<file path="src/rtl/if_id_skid_stage_pkg.sv">
// Shared constants and state encoding for the IF/ID skid-buffered pipeline stage.
package if_id_skid_stage_pkg;

    localparam int unsigned WORD_WIDTH = 32;
    localparam logic [31:0] INST_NOP   = 32'h0000_0013;

    typedef enum logic [1:0] {
        EMPTY = 2'd0,
        ONE   = 2'd1,
        FULL  = 2'd2
    } stage_state_e;

endpackage

</file>
<file path="src/rtl/if_id_skid_stage_s_en_dff.sv">
// Enabled register with a synchronous clear that loads a supplied value.
module s_en_dff #(
    parameter int unsigned WIDTH = 1
) (
    input  logic             clk,
    input  logic             clr,
    input  logic [WIDTH-1:0] clr_val,
    input  logic             en,
    input  logic [WIDTH-1:0] d,
    output logic [WIDTH-1:0] q
);

    // Clear wins over enable so a squash can never be overwritten by a load.
    always_ff @(posedge clk) begin
        if (clr) begin
            q <= clr_val;
        end else if (en) begin
            q <= d;
        end
    end

endmodule

</file>
<file path="src/rtl/if_id_skid_stage.sv">
// IF/ID pipeline stage: valid/ready handshake with a two-entry skid buffer and flush-to-bubble.
module if_id_skid_stage
    import if_id_skid_stage_pkg::*;
#(
    parameter int unsigned        ADDR_W    = WORD_WIDTH,
    parameter int unsigned        DATA_W    = WORD_WIDTH,
    parameter logic [DATA_W-1:0]  NOP_INST  = DATA_W'(INST_NOP),
    parameter logic [ADDR_W-1:0]  BUBBLE_PC = '0
) (
    input  logic              clk,
    input  logic              rst,
    input  logic              flush_i,
    input  logic              in_valid_i,
    output logic              in_ready_o,
    input  logic [ADDR_W-1:0] in_pc_i,
    input  logic [DATA_W-1:0] in_inst_i,
    output logic              out_valid_o,
    input  logic              out_ready_i,
    output logic [ADDR_W-1:0] out_pc_o,
    output logic [DATA_W-1:0] out_inst_o
);

    localparam int unsigned ENTRY_W = ADDR_W + DATA_W;
    localparam logic [ENTRY_W-1:0] BUBBLE = {BUBBLE_PC, NOP_INST};

    stage_state_e        state_q, state_d;
    logic [ENTRY_W-1:0]  main_q, skid_q, main_d, in_entry;
    logic                main_en, skid_en, main_clr, skid_clr;
    logic                in_fire, out_fire;

    // Handshake outputs come straight from the state register: no path from out_ready_i.
    assign in_ready_o  = (state_q != FULL);
    assign out_valid_o = (state_q != EMPTY);
    assign in_fire     = in_valid_i & in_ready_o;
    assign out_fire    = out_valid_o & out_ready_i;
    assign in_entry    = {in_pc_i, in_inst_i};

    always_ff @(posedge clk) begin
        if (rst) begin
            state_q <= EMPTY;
        end else begin
            state_q <= state_d;
        end
    end

    always_comb begin
        state_d = state_q;
        main_d  = in_entry;
        main_en = 1'b0;
        skid_en = 1'b0;
        unique case (state_q)
            EMPTY: begin
                if (in_fire) begin
                    state_d = ONE;
                    main_en = 1'b1;
                end
            end
            ONE: begin
                if (in_fire && out_fire) begin
                    main_en = 1'b1;
                end else if (in_fire) begin
                    state_d = FULL;
                    skid_en = 1'b1;
                end else if (out_fire) begin
                    state_d = EMPTY;
                end
            end
            FULL: begin
                if (out_fire) begin
                    state_d = ONE;
                    main_d  = skid_q;
                    main_en = 1'b1;
                end
            end
            default: state_d = EMPTY;
        endcase
        if (rst || flush_i) begin
            state_d = EMPTY;
        end
    end

    // Any entry that will not be valid next cycle is reloaded with the bubble.
    assign main_clr = (state_d == EMPTY);
    assign skid_clr = (state_d != FULL);

    s_en_dff #(.WIDTH(ENTRY_W)) u_main (
        .clk     (clk),
        .clr     (main_clr),
        .clr_val (BUBBLE),
        .en      (main_en),
        .d       (main_d),
        .q       (main_q)
    );

    s_en_dff #(.WIDTH(ENTRY_W)) u_skid (
        .clk     (clk),
        .clr     (skid_clr),
        .clr_val (BUBBLE),
        .en      (skid_en),
        .d       (in_entry),
        .q       (skid_q)
    );

    assign out_pc_o   = main_q[ENTRY_W-1:DATA_W];
    assign out_inst_o = main_q[DATA_W-1:0];

endmodule

</file>
<file path="config.mk">
export PLATFORM = sky130hd
export DESIGN_NAME = if_id_skid_stage
export DESIGN_NICKNAME = d
export VERILOG_FILES = /design/src/rtl/if_id_skid_stage_pkg.sv /design/src/rtl/if_id_skid_stage_s_en_dff.sv /design/src/rtl/if_id_skid_stage.sv
export SDC_FILE = /design/constraint.sdc
export NUM_CORES = 1
export LEC_CHECK = 0
export BUFFER_PORTS_ARGS = -buffer_cell sky130_fd_sc_hd__buf_4
export CORE_ASPECT_RATIO = 1.75
export CORE_MARGIN = 2
export CORE_UTILIZATION = 30
export CTS_CLUSTER_DIAMETER = 80
export DETAILED_ROUTE_END_ITERATION = 12
export PLACE_DENSITY = 0.59
export SKIP_LAST_GASP = 1
export SLEW_MARGIN = 20
export SYNTH_ARGS = -nofsm -noshare
export SYNTH_HDL_FRONTEND = slang
export SYNTH_SLANG_ARGS = --single-unit
</file>
<file path="constraint.sdc">
create_clock -name clk -period 1.9 [get_ports clk]
set_input_delay 0.095 -clock clk [delete_from_list [all_inputs] [get_ports clk]]
set_output_delay 0.095 -clock clk [all_outputs]
set_load 0.01 [all_outputs]
</file>
# Word-level counts from Yosys, hierarchy flattened
# Index checks and enable logic that the tools add are counted.
classes:
  n_eq_ne: 4
  n_mux: 15
  n_bitwise: 2
  reduce_logical: 5
op_table:
  columns: ["cell", "count"]
  rows:
  - ["$mux W64", 2]
  - ["$mux W2", 6]
  - ["$pmux W2 S3", 1]
  - ["$mux W1", 5]
  - ["$logic_not A2 Y1", 2]
  - ["$ne A2 B2 Y1 const B", 2]
  - ["$pmux W1 S3", 1]
  - ["$and A1 B1 Y1", 2]
  - ["$eq A2 B1 Y1 const B", 1]
  - ["$eq A2 B2 Y1 const B", 1]
  - ["$reduce_bool A2 Y1", 1]
  - ["$logic_and A1 B1 Y1", 1]
  - ["$logic_or A1 B1 Y1", 1]
totals:
  regBits: 130
  input_bits: 69
  out_inout_bits: 66

# Logic depth before layout (Yosys ltp)
logic_depth:
  depth_word: 8
  depth_mapped: 6
  ltp_nobuf: 4

# Modules after synthesis
# Synthesis repeated with hierarchy kept, for this count alone.
hier_totals:
  hier_cells: 367
  area_unflattened_um2: 6770.2
modules_own_cells:
  columns: ["module", "n_inst", "cells_per_inst", "area_per_inst_um2", "seq_area_each_um2"]
  rows:
  - ["s_en_dff", 2, 136, 2905.3, 1921.8]
  - ["if_id_skid_stage", 1, 95, 959.7, 40.0]

# Worst setup path before layout
# OpenSTA, ideal clock, no wires.
synth_path:
  path_kind: "register to register"
  start: "reg state_q[0]"
  end: "reg u_skid.q[10]"
  t_arrival_ns: 1.293
  slack_ns: 0.541
  path_stages_with_launch: 6
  period_less_slack_ns: 1.359
  path_cell_list: "dfxtp_1 nand2b_1 a2111o_1 buf_6 buf_6 a21oi_2"
synth_rtl:
  columns: ["element", "line", "rtl"]
  rows:
  - ["start, declared", "if_id_skid_stage.sv:26", "stage_state_e state_q, state_d;"]
  - ["start signal, assigned", "if_id_skid_stage.sv:42", "state_q <= state_d;"]
  - ["$ne A2 B2 Y1 *", "if_id_skid_stage.sv:32", "assign in_ready_o = (state_q != FULL);"]
  - ["via in_ready_o", "if_id_skid_stage.sv:14", "output logic in_ready_o,"]
  - ["$and A1 B1 Y1 *", "if_id_skid_stage.sv:34", "assign in_fire = in_valid_i & in_ready_o;"]
  - ["$mux W2 / $logic_and A1 B1 Y1 (equally long branches)", "if_id_skid_stage.sv:61, if_id_skid_stage.sv:59", null]
  - ["$mux W2", "if_id_skid_stage.sv:59", "if (in_fire && out_fire) begin"]
  - ["$pmux W2 S3", "if_id_skid_stage.sv:51", "unique case (state_q)"]
  - ["$mux W2", "if_id_skid_stage.sv:77", "if (rst || flush_i) begin"]
  - ["$ne A2 B2 Y1", "if_id_skid_stage.sv:84", "assign skid_clr = (state_d != FULL);"]
  - ["end signal, assigned", "if_id_skid_stage_s_en_dff.sv:16", "q <= clr_val;"]
  - ["end, declared", "if_id_skid_stage_s_en_dff.sv:10", "output logic [WIDTH-1:0] q"]
# The timed path passes the listed nets; every way through them passes the cells marked *.
# A chain may end at the register's enable or synchronous reset.

# Worst setup path after layout
layout_path:
  start: "reg state_q[1]"
  end: "reg u_skid.q[59]"
layout_via:
  elab_chain_len: 8
layout_lines:
  columns: ["element", "line", "rtl"]
  rows:
  - ["$reduce_bool A2 Y1", "if_id_skid_stage.sv:33", "assign out_valid_o = (state_q != EMPTY);"]
  - ["$and A1 B1 Y1", "if_id_skid_stage.sv:35", "assign out_fire = out_valid_o & out_ready_i;"]
  - ["$mux W2", "if_id_skid_stage.sv:64", "end else if (out_fire) begin"]
  - ["$mux W2", "if_id_skid_stage.sv:61", "end else if (in_fire) begin"]
  - ["$mux W2", "if_id_skid_stage.sv:59", null]
  - ["$pmux W2 S3", "if_id_skid_stage.sv:51", null]
  - ["$mux W2", "if_id_skid_stage.sv:77", null]
  - ["$ne A2 B2 Y1", "if_id_skid_stage.sv:84", null]
# Parallel ways exist; a longest one is shown, timed or not.

==> impl_metrics.py <==
metrics = {
    "timing": {
        "setup_violations": 0,
        "finalHoldViolCount": 0,
        "finalClockSkew_ns": 0.00843,
        "tns_ns": 0,
        "rsz0062_at_grt": "false",
        "min_period_over_period_pct": 87.3,
        "relSlewSlack_pct": 57.8,
        "setup_slack_ns": 0.242,
        "drv_slew": 0,
        "worstMarginPinSlew_ns": 0.625,
        "final.min_clock_period_ns": 1.66,
        "max_freq_ghz": 0.603,
    },
    "worst_hold_path": {
        "hold_class": "input pin to flip-flop",
    },
    "clock_network": {
        "clk_pin_slew_ns": 0.06,
        "cts_resized": 0,
        "cts_tree": "yes",
        "cts.path.max_buffers": 2,
        "cts_root_buf": "clkbuf_16",
        "clkSinkCount": 130,
        "htreeDepth": 4,
        "cts-buffers-inserted": 17,
        "insertion_delay_ns": 0.41,
    },
    "setup_path": {
        "worstPathMaxFanout": 49,
        "critPathCaptureType": "flip-flop",
        "required_ns": 2.24,
        "startpoint_type": "flip-flop",
        "cp.arrival_ns": 2.00,
        "path_class": "flip-flop to flip-flop",
    },
    "pwr": {
        "ir_drop_mv": 0.510,
        "p_clk_share_pct": 51.2,
        "intPower_mw": 5.35,
        "seq_power_share_pct": 40.6,
        "comb_power_share_pct": 8.1,
        "switching_share_pct": 22.2,
        "power.switching_mw": 1.52,
        "p_leak_nw": 3.36,
        "finalPower_mw": 6.87,
        "power_density_mw_per_mm2": 878,
    },
    "global_route": {
        "grt_max_degree": 51,
        "grt_pass1_wl_um": 23600,
        "grt_pass1_vias": 4571,
        "antenna_found_initial": 0,
        "grt_overflow": 0,
        "grt_usage_pct": 15.7,
    },
    "placement": {
        "hpwlAfterDp_um": 9280,
        "gp_congestion": 0.763,
        "io_buffer_count": 134,
        "place_ws_ns": 0.251,
        "dpl.cell_count": 910,
    },
    "synthesis": {
        "syn_avg_cell_area_um2": 9.20,
        "synthSimpleGateAreaFrac_pct": 11.1,
        "synthDistinctLibCells": 27,
        "synth_seq_area_share_pct": 48.8,
        "yosysMostFrequentCell": "dfxtp_1",
        "synth_largest_area_cell": "dfxtp_1",
        "synth.area.mux_share_pct": 12.0,
        "synth_area_mm2": 0.00533,
        "synth-compound-area-share_pct": 22.5,
        "synth_common_cells": "dfxtp_1, nand2_1, mux2i_1",
        "ys.flop_type": "dfxtp_1",
        "synthXorXnorAreaFrac_pct": 0.164,
        "ys_warn_count": 0,
        "synth_edf_count": 0,
        "synth_top_family_by_area": "compound AO/OA/AOI/OAI gates",
        "synth_top_area_share_pct": 48.8,
        "netlist_instances": 579,
        "synthTopCellsByArea": "dfxtp_1, mux2i_1, a21oi_2, nand2_1, a21oi_1",
        "synthAdderAreaFrac_pct": 0,
        "async_reset_ff_share_pct": 0,
        "synth_nets": 648,
        "synth-seq-cells": 130,
    },
    "route": {
        "drtAntennaViolNets": 0,
        "vias_per_cell": 4.60,
        "drc_errors": 0,
        "num_vias": 4625,
        "routed_wl_um": 14600,
        "drtIter0Drc": 153,
        "wire_per_inst_um": 14.5,
        "dr.pass1.iters": 5,
    },
    "finish": {
        "multiInputGateArea_mm2": 0.00246,
        "stdcell_count": 1006,
        "nFillCells": 1727,
        "area_growth_pct": 46.8,
        "diodes": 0,
        "drive_gt1_share_pct": 31.7,
        "register_area_mm2": 0.00260,
        "nNetsFinal": 831,
    },
    "flow_run": {
        "maxCapViolations": 0,
    },
    "floorplan": {
        "fp.dieH_um": 180,
        "initial_utilization_pct": 30.5,
        "die_x_um": 105,
        "dieArea_mm2": 0.0189,
        "rows": 64,
        "io_pins": 135,
        "placeableCoreArea_mm2": 0.0175,
    },
    "outcome": {
        "status": "completed",
    },
}
## sequential cells by signal (all words and copies together), names as in the netlist
| name | flops |
|---|---|
| state_q | 2 |
| u_main.q | 64 |
| u_skid.q | 64 |
## worst max-delay path: stages, from the launching register on
cell,delay [ns]
dfxtp_1,0.46
nand3b_4,0.21
or2_2,0.12
buf_4,0.48
nand2_1,0.15
a21oi_2,0.15
## power groups by stage
| stage | combinational (mW) | sequential, mW | clock, mW |
|---|---|---|---|
| 5_1_grt | 0.610 | 2.80 | 3.72 |
| 2_1_floorplan | 0.178 | 2.87 | 0 |
| 3_5_place_dp | 0.456 | 2.85 | 0 |
| 4_1_cts | 0.565 | 2.79 | 3.62 |
| 6_report | 0.559 | 2.79 | 3.52 |
| 3_3_place_gp | 0.456 | 2.85 | 0 |
## worst paths after layout
check / start / end / slack, ns / cells after the start
worst max register to register: state_q[1] / u_skid.q[59] / 0.24 / 5
worst max-delay path: state_q[1] / u_skid.q[59] / 0.24 / 5
worst min register to register: u_skid.q[63] / u_skid.q[63] / 0.46 / 2
worst min-delay path: flush_i / state_q[0] / 0.01 / 3
## layout make-up
class	instances	area share, %
well taps	231	3.69
repair buffers	211	23.4
clock inverters	12	2.30
clock buffers	20	5.84
inverters	1	0.0480
flip-flops and latches	130	33.3
multi-input cells	401	31.4
## timing repair
item	4_1_cts	5_1_grt
hold endpoints to repair	121	0
buffers inserted	0	0
hold buffers	64	0
## layer usage
layer  wire [um]  GRT usage (%)  up-vias
li1            -              -     2361
met1        5930           17.2     2142
met2        7810           28.8      101
met3         457           2.82       21
met4         364           7.36        0
met5           0              0        -
## logic make-up after synthesis
logic type / Yosys count
flip-flops: 130
AND/OR/NAND/NOR: 145
multiplexers: 64
buffers and inverters: 48
XOR/XNOR: 1
AO/OA/AOI/OAI: 191
## cells in the final DEF (no fill, tap or decap), types with 8 or more instances in the layout
| cell type | count |
|---|---|
| buf_4 | 140 |
| dfxtp_1 | 130 |
| nand2_1 | 129 |
| mux2i_1 | 64 |
| dlygate4sd3_1 | 64 |
| a21oi_1 | 62 |
| a21oi_2 | 60 |
| o21ai_0 | 54 |
| clkbuf_16 | 17 |
| o21ai_1 | 8 |
## per-stage QoR
stage	utilization [%]	area, um2	hold WS, ns
2_1_floorplan	-	5330	0.217
3_3_place_gp	37.5	6550	0.317
3_5_place_dp	37.5	6550	0.319
4_1_cts	44.8	7820	0.00322
5_1_grt	44.8	7820	0.0146
6_report	44.8	7820	0.0129
(Power assumes the default switching activity.)
